## src/rtl/ysyx_22040759_rf_warb.sv

```systemverilog
// Register-file write-port arbiter: WB priority, 2-entry MDU result FIFO with starvation guard,
// and busy scoreboard for pending MDU writes. Optional same-cycle bypass: YSYX_22040759_RF_WARB_BYPASS_EN.
module ysyx_22040759_rf_warb #(
  parameter int unsigned STARVE_MAX = 8
) (
  input  logic        clk,
  input  logic        rst,
  input  logic [69:0] ws_to_rf_bus,
  output logic        wb_stall,
  input  logic        mdu_issue_valid,
  input  logic [4:0]  mdu_issue_rd,
  input  logic        mdu_valid,
  output logic        mdu_ready,
  input  logic [4:0]  mdu_waddr,
  input  logic [63:0] mdu_wdata,
  output logic [69:0] rf_to_rf_bus,
  output logic [31:0] rf_busy
);

  localparam int unsigned AW = 5;
  localparam int unsigned DW = 64;
  localparam int unsigned CW = 4;
  localparam logic [CW-1:0] STARVE_LIM = CW'(STARVE_MAX);

  logic [AW-1:0] q_addr [2];
  logic [DW-1:0] q_data [2];
  logic          head;
  logic          tail;
  logic [1:0]    count;
  logic [CW-1:0] starve_cnt;

  logic          wb_req;
  logic          mdu_req;
  logic          starved;
  logic          grant_mdu;
  logic          bypass;
  logic          push;
  logic [31:0]   busy_set;
  logic [31:0]   busy_clr;
  logic [31:0]   busy_next;

  assign mdu_ready = (count < 2'd2);
  assign push      = mdu_valid && mdu_ready && (mdu_waddr != '0) && !bypass;

  // Grant selection; nothing is written while reset is asserted.
  always_comb begin
    wb_req       = ws_to_rf_bus[69] && (ws_to_rf_bus[68:64] != '0);
    mdu_req      = (count != 2'd0);
    starved      = mdu_req && (starve_cnt == STARVE_LIM);
    grant_mdu    = 1'b0;
    bypass       = 1'b0;
    wb_stall     = 1'b0;
    rf_to_rf_bus = '0;
    if (!rst) begin
      if (starved) begin
        grant_mdu = 1'b1;
        wb_stall  = wb_req;
      end else if (wb_req) begin
        rf_to_rf_bus = ws_to_rf_bus;
      end else if (mdu_req) begin
        grant_mdu = 1'b1;
`ifdef YSYX_22040759_RF_WARB_BYPASS_EN
      end else if (mdu_valid && (mdu_waddr != '0)) begin
        bypass = 1'b1;
`endif
      end
      if (grant_mdu) rf_to_rf_bus = {1'b1, q_addr[head], q_data[head]};
      if (bypass)    rf_to_rf_bus = {1'b1, mdu_waddr, mdu_wdata};
    end
  end

  // Scoreboard: a new issue wins over a same-cycle commit to the same register.
  always_comb begin
    busy_set     = 32'(mdu_issue_valid) << mdu_issue_rd;
    busy_clr     = (32'(grant_mdu) << q_addr[head]) | (32'(bypass) << mdu_waddr);
    busy_next    = (rf_busy & ~busy_clr) | busy_set;
    busy_next[0] = 1'b0;
  end

  always_ff @(posedge clk) begin
    if (rst) begin
      head       <= 1'b0;
      tail       <= 1'b0;
      count      <= 2'd0;
      starve_cnt <= '0;
      rf_busy    <= '0;
    end else begin
      if (push) begin
        q_addr[tail] <= mdu_waddr;
        q_data[tail] <= mdu_wdata;
        tail         <= ~tail;
      end
      if (grant_mdu) head <= ~head;
      count <= count + 2'(push) - 2'(grant_mdu);
      if (grant_mdu || !mdu_req)       starve_cnt <= '0;
      else if (starve_cnt < STARVE_LIM) starve_cnt <= starve_cnt + CW'(1);
      rf_busy <= busy_next;
    end
  end

endmodule

```

## config.mk

```make
export PLATFORM = sky130hd
export DESIGN_NAME = ysyx_22040759_rf_warb
export DESIGN_NICKNAME = d
export VERILOG_FILES = /design/src/rtl/ysyx_22040759_rf_warb.sv
export SDC_FILE = /design/constraint.sdc
export NUM_CORES = 1
export LEC_CHECK = 0
export CAP_MARGIN = 25
export CORE_MARGIN = 2
export CORE_UTILIZATION = 25
export DETAILED_ROUTE_END_ITERATION = 6
export PLACE_DENSITY = 0.5
export RECOVER_POWER = 100
export SETUP_SLACK_MARGIN = 0.4
export SKIP_LAST_GASP = 1
export SYNTH_ARGS = -nofsm -noshare
export SYNTH_HDL_FRONTEND = slang
export SYNTH_SLANG_ARGS = --single-unit
```

## constraint.sdc

```tcl
create_clock -name clk -period 11.1 [get_ports clk]
set_input_delay 2.775 -clock clk [delete_from_list [all_inputs] [get_ports clk]]
set_output_delay 2.775 -clock clk [all_outputs]
set_load 0.02 [all_outputs]
```

==> reports/metrics.yaml, run 1 <==
status:
  status: "finished with violations"
  violations: "max-capacitance violations, max-slew violations"
floorplanning:
  num_rows: 65
  dieArea_um2: 33200
  core_area_um2: 31400
  die_x_um: 182
  die_y_um: 182
  initial_core_util_pct: 25.3
  io_pins: 252
synthesis:
  yosys.area_share.adder_pct: 0.631
  yosys.area_share.simple_pct: 6.84
  synth_ff_type: "edfxtp_1"
  synth.area.mux_share_pct: 8.74
  synth_nets: 709
  synth_top_family_by_area: "compound AO/OA/AOI/OAI gates"
  synth_edf_count: 138
  yosysWarningCount: 0
  synth_area_per_cell_um2: 14.2
  synth_cells: 557
  ys_types: 53
  netlist_area_um2: 7940
  synthXorXnorAreaFrac_pct: 0.552
  synth-seq-area-share_pct: 62.3
  ys_ff_latch: 178
  synth_compound_area_share_pct: 17.4
  synthArstFlopShare_pct: 0
power_and_ir_drop:
  power.switching_uw: 626
  seqPwrFrac_pct: 42.5
  vdd_drop_max_mv: 0.0812
  p_int_uw: 1310
  clock_power_share_pct: 30.6
  p_total_uw: 1940
  combPwrFrac_pct: 26.8
  p_leak_uw: 0.00383
  p_sw_share_pct: 32.2
  power.density_nw_per_um2: 170
sta:
  tightest_slew_ps: 3200
  clock.fmax_ghz: 0.106
  hold_viol: 0
  setup_viol: 0
  slew_viol_final: 106
  timing.final.crit_share_pct: 85.3
  period_needed_ps: 9470
  tns_ps: 0
  rsz0062_at_grt: "no"
  maxSlewHeadroom_pct: -113
  final.setup_skew_ps: 10.0
cts:
  tritoncts: "yes"
  clk_latency_ps: 430
  clock_sinks: 178
  path_clk_slew_ps: 70
  cts_hold_buf: 0
  clockBufferDepth: 2
  cts_resized: 0
  cts_root_buf: "clkbuf_16"
  htree_num_levels: 4
  postCtsSetupRepairBufs: 0
  cts_buffers: 17
worst_setup_path:
  r2r_start: "count[1]$_SDFF_PP0_"
  start_kind: "primary input"
  cp.arrival_ps: 6700
  required_ps: 8330
  reg2reg_to: "q_data[1][55]$_DFFE_PP_"
  reg2reg_depth: 4
  r2r_setup_slack_ps: 7220
  crit_fanout: 50
  end_kind: "output pin"
  crit_type: "primary input to output pin"
hold_path:
  hp-start: "rf_busy[12]$_SDFF_PP0_"
  min_to: "rf_busy[12]$_SDFF_PP0_"
  min_path_cells: 2
  hp-class: "register to register"
drt:
  dr.pass1.iters: 4
  drt-total-wl_um: 22200
  wl_per_cell_um: 18.2
  post-route-drc-count: 0
  ant_nets: 0
  detail_route.iter0.violations: 277
  routed_via_density: 4.60
  via_count: 5592
placed_design:
  place.port_buffers: 250
  gp_congestion: 0.796
  hpwl_um: 15800
global_route:
  antenna_found_initial: 4
  grt_max_degree: 57
  track_usage_pct: 13.1
  overflow: 0
  first_global_vias: 5486
  grt_first_pass_wirelength_um: 32800
cells_and_area:
  multi_input_area_um2: 2690
  nets: 950
  drive_above_1_share_pct: 9.86
  final_common_cell: "dlygate4sd3_1"
  fill_cells: 3049
  layout_common_cells: "dlygate4sd3_1, edfxtp_1, clkdlybuf4s50_1"
  final-seq-area_um2: 4950
  area_growth_pct: 43.8
run:
  maxCapViolations: 2
==> state kept, by name (all words and copies together) (netlist names), named ones only <==
name        flops
q_addr         10
count           2
tail            1
q_data        128
head            1
starve_cnt      4
rf_busy        31
==> power groups by stage <==
| stage | Clock, uW | Combinational, uW | Sequential [uW] |
|---|---|---|---|
| floorplan | 0 | 333 | 830 |
| global placement | 0 | 548 | 835 |
| detailed placement | 0 | 554 | 837 |
| CTS | 616 | 558 | 822 |
| global route | 644 | 564 | 834 |
| finish | 595 | 521 | 825 |
==> cell families (layout without fill, tap and decap cells) <==
kind of cell | count (synthesis) | count (layout)
AOI/OAI and AO/OA | 142 | 142
DFF | 178 | 178
adders and majority gates | 4 | 4
muxes | 69 | 69
other | 1 | 3
xor gates and xnor gates | 5 | 5
buffers and inverters | 53 | 307
and+or+nand+nor | 105 | 105
==> cell type report <==
type | count | share of cell area [%]
tap | 402 | 4.41
clock buffer | 18 | 3.76
timing repair buffer | 260 | 22.9
clock inverter | 14 | 1.44
multi-input combinational | 326 | 23.6
antenna | 2 | 0.0439
inverter | 15 | 0.493
sequential | 178 | 43.4
==> cell usage after synthesis (all sizes together) (5+ instances only) <==
cell | instances | share of area (%)
a31oi | 6 | 0.47
edfxtp | 138 | 52
o2bb2ai | 65 | 10
or3 | 8 | 0.63
clkbuf | 14 | 0.66
a311oi | 15 | 1.7
nor4 | 5 | 0.39
o21ai | 5 | 0.32
nor3 | 10 | 0.76
a21oi | 19 | 1.2
nand2 | 22 | 1.0
o32ai | 7 | 0.77
mux2i | 67 | 8.5
dfxtp | 40 | 10
nor2 | 27 | 1.3
nand3 | 10 | 0.63
buf | 24 | 2.1
nor2b | 7 | 0.55
inv | 15 | 0.71
==> how the worst max path moves through the flow <==
| stage | from | to | slack, ps | cells past startpoint |
|---|---|---|---|---|
| 3_5_place_dp | ws_to_rf_bus[64] | rf_to_rf_bus[7] | 2530 | 8 |
| 6_report | ws_to_rf_bus[64] | rf_to_rf_bus[7] | 1630 | 8 |
| 2_1_floorplan | rst | q_addr[1][0]$_DFFE_PP_ | 2260 | 3 |
| 5_1_grt | ws_to_rf_bus[64] | rf_to_rf_bus[7] | 1380 | 8 |
| 4_1_cts | ws_to_rf_bus[64] | rf_to_rf_bus[7] | 2510 | 8 |
| 3_3_place_gp | ws_to_rf_bus[64] | rf_to_rf_bus[7] | 2170 | 7 |
==> critical path, stage by stage <==
cell,delay (ps)
dlygate4sd3_1,640
or3_1,370
o311a_1,280
clkbuf_1,410
nand2b_1,770
buf_16,430
o2bb2ai_1,280
dlygate4sd3_1,710
==> metal layers <==
| layer | share of wire [%] | GRT usage, % | vias to the layer above |
|---|---|---|---|
| met5 | 0.12 | 0 | - |
| met4 | 1.6 | 4.52 | 4 |
| met3 | 5.2 | 3.59 | 20 |
| met2 | 49 | 21.3 | 166 |
| met1 | 44 | 16.7 | 2708 |
| li1 | - | - | 2694 |
==> stage by stage <==
| step | setup slack [ps] | instances | utilization [%] | cell area [um^2] | hold slack (ps) |
|---|---|---|---|---|---|
| global placement | 2170 | 1178 | 34.4 | 10800 | 471 |
| detailed placement | 2530 | 1180 | 34.6 | 10900 | 465 |
| global route | 1380 | 1213 | 36.3 | 11400 | 494 |
| floorplan | 2260 | 557 | - | 7940 | 480 |
| CTS | 2510 | 1212 | 36.5 | 11400 | 476 |
| finish | 1630 | 1215 | 36.4 | 11400 | 471 |
Power figures use the tool's default switching activity.
==> run 2, diff against run 1 <==
--- a/config.mk
+++ b/config.mk
@@ -9,7 +9,7 @@
 export CORE_MARGIN = 2
 export CORE_UTILIZATION = 25
 export DETAILED_ROUTE_END_ITERATION = 6
-export PLACE_DENSITY = 0.5
+export PLACE_DENSITY = 0.58
 export RECOVER_POWER = 100
 export SETUP_SLACK_MARGIN = 0.4
 export SKIP_LAST_GASP = 1
==> reports/metrics.yaml, run 2 (same netlist as run 1, synthesis figures left out) <==
hold_path:
  hp-class: "register to register"
floorplanning:
  die_x_um: 182  # unchanged
  core_area_um2: 31400  # unchanged
  dieArea_um2: 33200  # unchanged
  io_pins: 252  # unchanged
  die_y_um: 182  # unchanged
  num_rows: 65  # unchanged
  initial_core_util_pct: 25.3  # unchanged
worst_setup_path:
  start_kind: "primary input"
  required_ps: 8330  # about the same
  cp_top_family: "buffers and inverters"
  critical_path_buf_inv_count: 5  # +1
  crit_fanout: 63  # +26%
  slowest_delay_ps: 1300  # +530 ps
  crit_type: "primary input to output pin"
  cp.arrival_ps: 6850  # +150 ps
  crit_chain: "dlygate4sd3_1, clkbuf_1, o21ba_1, nand2b_1, buf_16, inv_1, a22o_1, dlygate4sd3_1"
  worst_path_max_delay_cell: "clkbuf_1"
  cpMostUsedCell: "dlygate4sd3_1"
  end_kind: "output pin"
cells_and_area:
  layout_common_cells: "dlygate4sd3_1, edfxtp_1, clkdlybuf4s50_1"
  largest_reg_flops: 128  # unchanged
  final_common_cell: "dlygate4sd3_1"
  reg_top3: "q_data: 128 flops, rf_busy: 31 flops, q_addr: 10 flops"
  fill_cells: 3034  # -0.49%
  regMostFlops: "q_data"
  area_growth_pct: 43.6
  post-route-cell-area_um2: 11400  # -0.13%
  layoutNonFillerInstCount: 1215  # unchanged
  drive_above_1_share_pct: 9.88  # +0.012 points
  nets: 949  # -0.11%
sta:
  final.setup.worst_slack_ps: 1470  # -155 ps
  period_needed_ps: 9630  # +155 ps
  tightest_slew_ps: 3120  # -82.8 ps
  tns_ps: 0  # unchanged
  slew_viol_final: 164  # +55%
  final.setup_skew_ps: 14.6  # +4.62 ps
  rsz0062_at_grt: "no"
  whs_ps: 495  # +23.7 ps
  clock.fmax_ghz: 0.104  # -1.6%
  timing.final.crit_share_pct: 86.7  # +1.4 points
  setup_viol: 0  # unchanged
  maxSlewHeadroom_pct: -108  # +5.5 points
  hold_viol: 0  # unchanged
power_and_ir_drop:
  seqPwrFrac_pct: 42.9  # +0.4 points
  p_leak_uw: 0.00385  # +0.43%
  power.density_nw_per_um2: 169  # -0.35%
  p_sw_share_pct: 32.1  # -0.11 points
  vdd_drop_max_mv: 0.0843  # +3.8%
  p_int_uw: 1310  # -0.32%
  power.switching_uw: 621  # -0.81%
  clock_power_share_pct: 30.8  # +0.2 points
  combPwrFrac_pct: 26.3  # -0.5 points
cts:
  cts_hold_buf: 0  # unchanged
  cts_buffers: 17  # unchanged
  path_clk_slew_ps: 80  # about the same
  clock_sinks: 178  # unchanged
  tritoncts: "yes"
  cts_root_buf: "clkbuf_16"
  clk_latency_ps: 420  # about the same
  postCtsSetupRepairBufs: 0  # unchanged
  clockBufferDepth: 2  # unchanged
  cts_resized: 0  # unchanged
  htree_num_levels: 4  # unchanged
status:
  status: "finished with violations"
  violations: "max-capacitance violations, max-slew violations"
drt:
  drt-total-wl_um: 21200  # -4.4%
  post-route-drc-count: 0  # unchanged
  wl_per_cell_um: 17.4  # -4.4%
  ant_nets: 0  # unchanged
  via_count: 5587  # -0.089%
  dr.pass1.iters: 5  # +1
  routed_via_density: 4.60  # about the same
  detail_route.iter0.violations: 324  # +17%
global_route:
  grt_max_degree: 67  # +18%
  grt_first_pass_wirelength_um: 31600  # -3.8%
  antenna_found_initial: 2  # -2
  track_usage_pct: 12.5  # -0.54 points
  overflow: 0  # unchanged
  first_global_vias: 5485  # -0.018%
placed_design:
  dp_slack_ps: 2170  # -364 ps
  gp_congestion: 0.834  # +4.7%
  hpwl_um: 14900  # -5.6%
  place.port_buffers: 250  # unchanged
  placed_cell_area_um2: 10800  # -0.51%
  place_inst: 1178  # -0.17%
run:
  maxCapViolations: 4  # +2
[run 2: cell count changes in the layout (fill, tap and decap cells not counted), sizes merged]
cell / change
diode: +1
clkdlybuf4s50: -2
inv: +1
dlygate4sd3: +2
clkinvlp: -1
buf: -1
[run 2: worst paths after layout]
| check | from | to | slack, ps | depth (start not counted) |
|---|---|---|---|---|
| setup / recovery | rst | rf_to_rf_bus[64] | 1470 | 8 |
| hold / removal | rf_busy[6]$_SDFF_PP0_ | rf_busy[6]$_SDFF_PP0_ | 490 | 2 |
| setup reg to reg | count[1]$_SDFF_PP0_ | q_data[0][59]$_DFFE_PP_ | 7360 | 4 |
| hold reg to reg | rf_busy[6]$_SDFF_PP0_ | rf_busy[6]$_SDFF_PP0_ | 490 | 2 |
[run 2: final cells by class]
| cell class | instances | area, um^2 | share of cell area, % |
|---|---|---|---|
| inverters | 15 | 56.3 | 0.494 |
| clock inverters | 14 | 163 | 1.43 |
| flip-flops and latches | 178 | 4950 | 43.4 |
| multi-input cells | 326 | 2700 | 23.7 |
| clock buffers | 18 | 429 | 3.77 |
| diodes | 3 | 7.51 | 0.0659 |
| repair buffers | 259 | 2590 | 22.7 |
| well taps | 402 | 503 | 4.41 |
[run 2: routing by layer]
layer  share of wire [%]  GRT usage, %  vias up
li1                    -             -     2688
met1                  43          15.7     2711
met2                  51          21.4      168
met3                 4.1          2.37       20
met4                 2.0          4.84        0
met5                   0             0        -
[run 2: per-stage QoR]
stage               utilization, %  total power [uW]
floorplan                        -              1160
global placement              34.4              1380
detailed placement            34.4              1380
CTS                           36.3              1980
global route                  36.3              2030
finish                        36.3              1930
[run 2: worst reg2reg max path, stage by stage (launching register included)]
cell	delay (ps)
dfxtp_1	360
inv_1	120
o211ai_1	230
nor3_1	270
clkbuf_1	2230
[run 2: power by group through the flow]
stage / logic [uW] / clock network, uW / registers [uW]
global route: 551 / 640 / 837
floorplan: 333 / 0 / 830
CTS: 544 / 614 / 826
detailed placement: 541 / 0 / 841
finish: 508 / 594 / 829
global placement: 539 / 0 / 839
